File: src/rtl/dma_pkg.sv
// DMA engine shared definitions: FSM state type, register
// indices and CTRL/STATUS bit positions.
package dma_pkg;

  typedef enum logic [1:0] {
    S_IDLE = 2'd0,
    S_RD   = 2'd1,
    S_WR   = 2'd2
  } state_t;

  localparam logic [1:0] REG_SRC  = 2'd0;
  localparam logic [1:0] REG_DST  = 2'd1;
  localparam logic [1:0] REG_LEN  = 2'd2;
  localparam logic [1:0] REG_CTRL = 2'd3;

  // CTRL write bits
  localparam int CTRL_GO  = 0;
  localparam int CTRL_CLR = 1;

  // STATUS read bits
  localparam int STAT_BUSY = 0;
  localparam int STAT_DONE = 1;
  localparam int STAT_ERR  = 2;

endpackage

File: src/rtl/dma_regs.sv
// DMA register file: SRC/DST/LEN, DONE/ERR flags, read mux.
// Ports: clk, rst, i_a/i_we/i_wd (CPU write), o_rd (read data),
//   i_busy, i_done_set (from FSM), o_go, o_src, o_dst, o_len.
module dma_regs
  import dma_pkg::*;
#(
  parameter int AW = 6,
  parameter int LW = 7
) (
  input  logic          clk,
  input  logic          rst,
  input  logic [1:0]    i_a,
  input  logic          i_we,
  input  logic [31:0]   i_wd,
  output logic [31:0]   o_rd,
  input  logic          i_busy,
  input  logic          i_done_set,
  output logic          o_go,
  output logic [AW-1:0] o_src,
  output logic [AW-1:0] o_dst,
  output logic [LW-1:0] o_len
);

  logic [AW-1:0] r_src;
  logic [AW-1:0] r_dst;
  logic [LW-1:0] r_len;
  logic          r_done;
  logic          r_err;

  logic w_ctrl_wr;
  logic w_go;
  logic w_clr;
  logic w_cfg_wr;
  logic w_busy_wr;
  logic w_unused;

  assign w_ctrl_wr = i_we && (i_a == REG_CTRL);
  assign w_go      = w_ctrl_wr && i_wd[CTRL_GO] && !i_busy;
  assign w_clr     = w_ctrl_wr && i_wd[CTRL_CLR];
  assign w_cfg_wr  = i_we && !i_busy;

  // Config writes and GO are refused while a transfer runs;
  // a DONE clear alone is always allowed.
  assign w_busy_wr = i_we && i_busy &&
                     ((i_a != REG_CTRL) || i_wd[CTRL_GO]);

  assign w_unused  = ^i_wd[31:LW];

  always_ff @(posedge clk) begin
    if (rst) begin
      r_src  <= '0;
      r_dst  <= '0;
      r_len  <= '0;
      r_done <= 1'b0;
      r_err  <= 1'b0;
    end else begin
      if (w_cfg_wr && (i_a == REG_SRC))
        r_src <= i_wd[AW-1:0];
      if (w_cfg_wr && (i_a == REG_DST))
        r_dst <= i_wd[AW-1:0];
      if (w_cfg_wr && (i_a == REG_LEN))
        r_len <= i_wd[LW-1:0];

      // GO outranks a clear in the same write; a zero
      // length completes immediately.
      if (w_go)
        r_done <= (r_len == '0);
      else if (i_done_set)
        r_done <= 1'b1;
      else if (w_clr)
        r_done <= 1'b0;

      if (w_go)
        r_err <= 1'b0;
      else if (w_busy_wr)
        r_err <= 1'b1;
    end
  end

  always_comb begin
    o_rd = '0;
    unique case (1'b1)
      (i_a == REG_SRC):
        o_rd = {{(32-AW){1'b0}}, r_src};
      (i_a == REG_DST):
        o_rd = {{(32-AW){1'b0}}, r_dst};
      (i_a == REG_LEN):
        o_rd = {{(32-LW){1'b0}}, r_len};
      (i_a == REG_CTRL): begin
        o_rd[STAT_BUSY] = i_busy;
        o_rd[STAT_DONE] = r_done;
        o_rd[STAT_ERR]  = r_err;
      end
      default: o_rd = '0;
    endcase
  end

  assign o_go  = w_go;
  assign o_src = r_src;
  assign o_dst = r_dst;
  assign o_len = r_len;

endmodule

File: src/rtl/dma_engine.sv
// Word-copy DMA engine: read/write FSM and datapath.
// Ports: clk, rst, A/WE/WD/RD (CPU regs), m_req/m_gnt
//   (dmem ownership), m_we/m_a/m_d/m_q (dmem port).
module dma_engine
  import dma_pkg::*;
#(
  parameter int AW = 6,
  parameter int LW = 7
) (
  input  logic          clk,
  input  logic          rst,
  input  logic [1:0]    A,
  input  logic          WE,
  input  logic [31:0]   WD,
  output logic [31:0]   RD,
  output logic          m_req,
  input  logic          m_gnt,
  output logic          m_we,
  output logic [AW-1:0] m_a,
  output logic [31:0]   m_d,
  input  logic [31:0]   m_q
);

  state_t r_state;
  state_t w_next;

  logic [AW-1:0] r_wsrc;
  logic [AW-1:0] r_wdst;
  logic [LW-1:0] r_wcnt;
  logic [31:0]   r_buf;

  logic          w_busy;
  logic          w_go;
  logic          w_start;
  logic          w_last;
  logic          w_done_set;
  logic [AW-1:0] w_src;
  logic [AW-1:0] w_dst;
  logic [LW-1:0] w_len;

  dma_regs #(
    .AW (AW),
    .LW (LW)
  ) u_regs (
    .clk        (clk),
    .rst        (rst),
    .i_a        (A),
    .i_we       (WE),
    .i_wd       (WD),
    .o_rd       (RD),
    .i_busy     (w_busy),
    .i_done_set (w_done_set),
    .o_go       (w_go),
    .o_src      (w_src),
    .o_dst      (w_dst),
    .o_len      (w_len)
  );

  assign w_start = w_go && (w_len != '0);
  assign w_last  = (r_wcnt == LW'(1));
  assign w_done_set = (r_state == S_WR) && m_gnt && w_last;

  always_ff @(posedge clk) begin
    if (rst)
      r_state <= S_IDLE;
    else
      r_state <= w_next;
  end

  always_comb begin
    w_next = r_state;
    unique case (r_state)
      S_IDLE:
        if (w_start) w_next = S_RD;
      S_RD:
        if (m_gnt) w_next = S_WR;
      S_WR:
        if (m_gnt) w_next = w_last ? S_IDLE : S_RD;
      default:
        w_next = S_IDLE;
    endcase
  end

  always_comb begin
    m_req  = 1'b0;
    m_we   = 1'b0;
    m_a    = '0;
    m_d    = '0;
    w_busy = 1'b0;
    unique case (r_state)
      S_RD: begin
        m_req  = 1'b1;
        w_busy = 1'b1;
        m_a    = r_wsrc;
      end
      S_WR: begin
        m_req  = 1'b1;
        w_busy = 1'b1;
        m_we   = m_gnt;
        m_a    = r_wdst;
        m_d    = r_buf;
      end
      default: ;
    endcase
  end

  // Addresses wrap naturally at AW bits.
  always_ff @(posedge clk) begin
    if (rst) begin
      r_wsrc <= '0;
      r_wdst <= '0;
      r_wcnt <= '0;
      r_buf  <= '0;
    end else begin
      unique case (r_state)
        S_IDLE:
          if (w_start) begin
            r_wsrc <= w_src;
            r_wdst <= w_dst;
            r_wcnt <= w_len;
          end
        S_RD:
          if (m_gnt) r_buf <= m_q;
        S_WR:
          if (m_gnt) begin
            r_wsrc <= r_wsrc + AW'(1);
            r_wdst <= r_wdst + AW'(1);
            r_wcnt <= r_wcnt - LW'(1);
          end
        default: ;
      endcase
    end
  end

endmodule

File: config.mk
export PLATFORM = sky130hd
export DESIGN_NAME = dma_engine
export DESIGN_NICKNAME = d
export VERILOG_FILES = /design/src/rtl/dma_pkg.sv /design/src/rtl/dma_regs.sv /design/src/rtl/dma_engine.sv
export SDC_FILE = /design/constraint.sdc
export NUM_CORES = 1
export LEC_CHECK = 0
export ABC_AREA = 1
export CAP_MARGIN = 20
export CORE_ASPECT_RATIO = 1.1
export CORE_MARGIN = 10
export CORE_UTILIZATION = 40
export CTS_CLUSTER_DIAMETER = 30
export DETAILED_ROUTE_END_ITERATION = 10
export PLACE_DENSITY = 0.87
export SKIP_CTS_REPAIR_TIMING = 1
export SYNTH_ARGS = -nofsm -noshare
export SYNTH_HDL_FRONTEND = slang
export SYNTH_HIERARCHICAL = 1
export SYNTH_SLANG_ARGS = --single-unit
File: constraint.sdc
create_clock -name clk -period 1.7 [get_ports clk]
set_input_delay 0.34 -clock clk [delete_from_list [all_inputs] [get_ports clk]]
set_output_delay 0.34 -clock clk [all_outputs]
set_load 0.03 [all_outputs]
==> out/qor.yml <==
yosys:
  ys_ff_latch: 74
  synth_cell_types: 31
  seq_area_frac_synth: 0.358
  synthesis.area_per_instance_um2: 6.34
  synth.yosys.warnings: 6
  cell_area_synth_mm2: 0.00414
  post_synthesis_cells: 653
global_route:
  grt_antenna_before_repair: 0
  grt_most_used_layer: "met2"
  grt_pass1_vias: 3891
  grt.met3_usage: 0.0372
  grt_usage: 0.145
  grt_max_degree: 54
  global_route_met1_usage: 0.175
  grt_first_pass_wirelength_mm: 17.9
  grt_use_met2: 0.239
  overflow_left_after_global_routing: 0
route:
  routedWlPerCell_um: 15.4
  totalWireLength_mm: 13.9
  routed_via_density: 5.10
  drcViolationCount: 0
  via_count: 4598
  drt_first_iter_violations: 540
  ant_nets: 0
  drt_first_pass_iters: 5
final_layout:
  final_layout_size_suffix_gt1_frac: 0.292
  insertedDiodeCount: 0
  finalNonFillerCells: 901
  layout.filler_cells: 786
  layout_commonest_cell: "nor2_1"
  layout.cells.most_common_list: "nor2_1, nand2_1, dfxtp_1, o21ai_0, buf_6"
  area_growth_syn_to_layout_pct: 53.4
  nNetsFinal: 855
  area_of_all_placed_cells_without_fillers_mm2: 0.00635
placed_design:
  gpl.final_weighted_congestion: 0.979
  post-place-cells: 863
  placement.cell_area_mm2: 0.00524
  port_buffers: 91
  detailedPlacementHpwl_mm: 8.20
  dpl_worst_slack_ns: -0.209
timing:
  rsz_0062_raised_after_global_routing: "yes"
  finalCritPeriodShare: 1.16
  report.final.setup_viol: 49
  finClkSkew_ns: 0.0137
  timing_max_transition_violations_final: 0
  timing.final.ws_setup_ns: -0.277
  fin_setup_tns_ns: -5.78
  max_freq_mhz: 506
  fin_crit_ns: 1.98
  timing.final.hold_violations: 0
worst_setup_path:
  timing.critical_path.to: "m_a[2]"
  worstSetupStartpoint: "r_state[1]"
  r2r-start: "r_state[0]"
  reg2reg_setup_slack_ns: -0.13
  worst_ep_arrival_time_ns: 1.64
  rr_endpoint: "r_wsrc[3]"
  critPathKind: "flip-flop to output port"
  worst_setup_path_end_kind: "output port"
  critPathLaunchType: "flip-flop"
  timing.critical_path.required_ns: 1.36
  timing.reg2reg.worst_path_depth: 11
  cp_max_fanout: 4
die:
  placement_rows: 38
  die_x_um: 117
  core_area_mm2: 0.00998
  io_pins: 142
  chipHeight_um: 127
  start_util: 0.415
  fp.dieArea_mm2: 0.0148
clock_tree:
  cts-buffers-inserted: 9
  cts.path.max_buffers: 2
  root_buffer: "clkbuf_8"
  cts_sink_count: 74
  htree_num_levels: 3
  cts_tree: "built"
  clock_insertion_delay_worst_skew_ns: 0.36
  path_clk_slew_ns: 0.09
status:
  run_status: "finished with violations"
  failed_checks: "setup timing"
power_and_ir_drop:
  power_per_cell_area_mw_per_mm2: 1540
  ir_worst_vdd_v: 0.000773
  total_leakage_power_nw: 3.23
  post-layout-total-power_mw: 9.80
flow_run:
  timing.max_cap.violations: 0
worst_hold_path:
  worst_hold_path_type: "flip-flop to flip-flop"
-- cells in the mapped netlist --
cell type  number  area [um2]
buf_6           1        11.3
dfxtp_1        74        1480
o21ai_1         3        15.0
buf_1           3        11.3
inv_2           3        11.3
buf_4          25         188
a21oi_2         1        8.76
nand2_1       145         544
o21ai_0        58         290
buf_2          14        70.1
o2111ai_1       3        26.3
inv_1          63         236
a21oi_1        21         105
o211ai_1        1        7.51
nor2_1        156         586
or2_2           4        25.0
xor2_1          1        8.76
ha_1            9         113
conb_1          1        3.75
nor3b_1         1        7.51
nand4_1         3        18.8
nand3b_1        4        30.0
nand2_4         1        11.3
clkbuf_1        8        30.0
nor3_1          3        15.0
nand3_1        33         165
nor2_4          4        45.0
clkbuf_2        2        10.0
nand2_2         4        25.0
clkinv_4        1        8.76
mux2i_1         3        30.0
-- power by group --
group          internal, mW  switching (mW)  total (mW)
registers              2.15           0.459        2.61
logic                  2.48            2.87        5.35
clock network          1.13           0.713        1.85
-- per-stage QoR --
stage	util	hold slack, ns
4_1_cts	0.551	0.490
2_1_floorplan	-	0.431
6_report	0.636	0.499
3_3_place_gp	0.525	0.461
3_5_place_dp	0.525	0.471
5_1_grt	0.636	0.533
-- state kept, by name (all words and copies together) (netlist names) --
signal and flops:
u_regs/o_src 6, r_buf 32, r_state 2, u_regs/o_len 7, u_regs/o_dst 6, u_regs/r_err 1, r_wdst 6, r_wcnt 7
r_wsrc 6, u_regs/r_done 1
-- cell families after synthesis --
logic type,synth area share
adder cells (fa/ha/maj),0.0272
flip-flops,0.358
AND/OR/NAND/NOR,0.356
multiplexers,0.00726
other,0.000906
buffers and inverters,0.139
XOR/XNOR,0.00212
AO/OA/AOI/OAI,0.109
-- area by class of cell --
cell class,instances,area [um2],area share
inverters,67,265,0.0418
well taps,120,150,0.0236
flip-flops and latches,74,1490,0.234
clock inverters,6,138,0.0217
clock buffers,10,128,0.0201
multi-input cells,483,2580,0.406
repair buffers,141,1600,0.252
-- how the worst min path moves through the flow --
| stage | start | endpoint | slack [ns] | cells after the start |
|---|---|---|---|---|
| 4_1_cts | r_buf[24] | r_buf[24] | 0.49 | 2 |
| 3_5_place_dp | r_buf[24] | r_buf[24] | 0.47 | 2 |
| 2_1_floorplan | u_regs/r_err | u_regs/r_err | 0.43 | 2 |
| 3_3_place_gp | r_buf[15] | r_buf[15] | 0.46 | 2 |
| 6_report | u_regs/r_err | u_regs/r_err | 0.50 | 2 |
| 5_1_grt | r_buf[4] | r_buf[4] | 0.53 | 2 |
-- routing by layer --
layer / routed length (um) / share of wire
met5: 0 / 0
met2: 6820 / 0.49
met1: 5420 / 0.39
met4: 495 / 0.036
met3: 1170 / 0.084
-- critical path: stages, from the launching register on --
cell and delay, ns:
dfxtp_4 0.39, inv_4 0.04, ha_4 0.29, clkinvlp_4 0.13
buf_6 0.16, a21oi_4 0.11, buf_6 0.14
(Power assumes the default switching activity.)
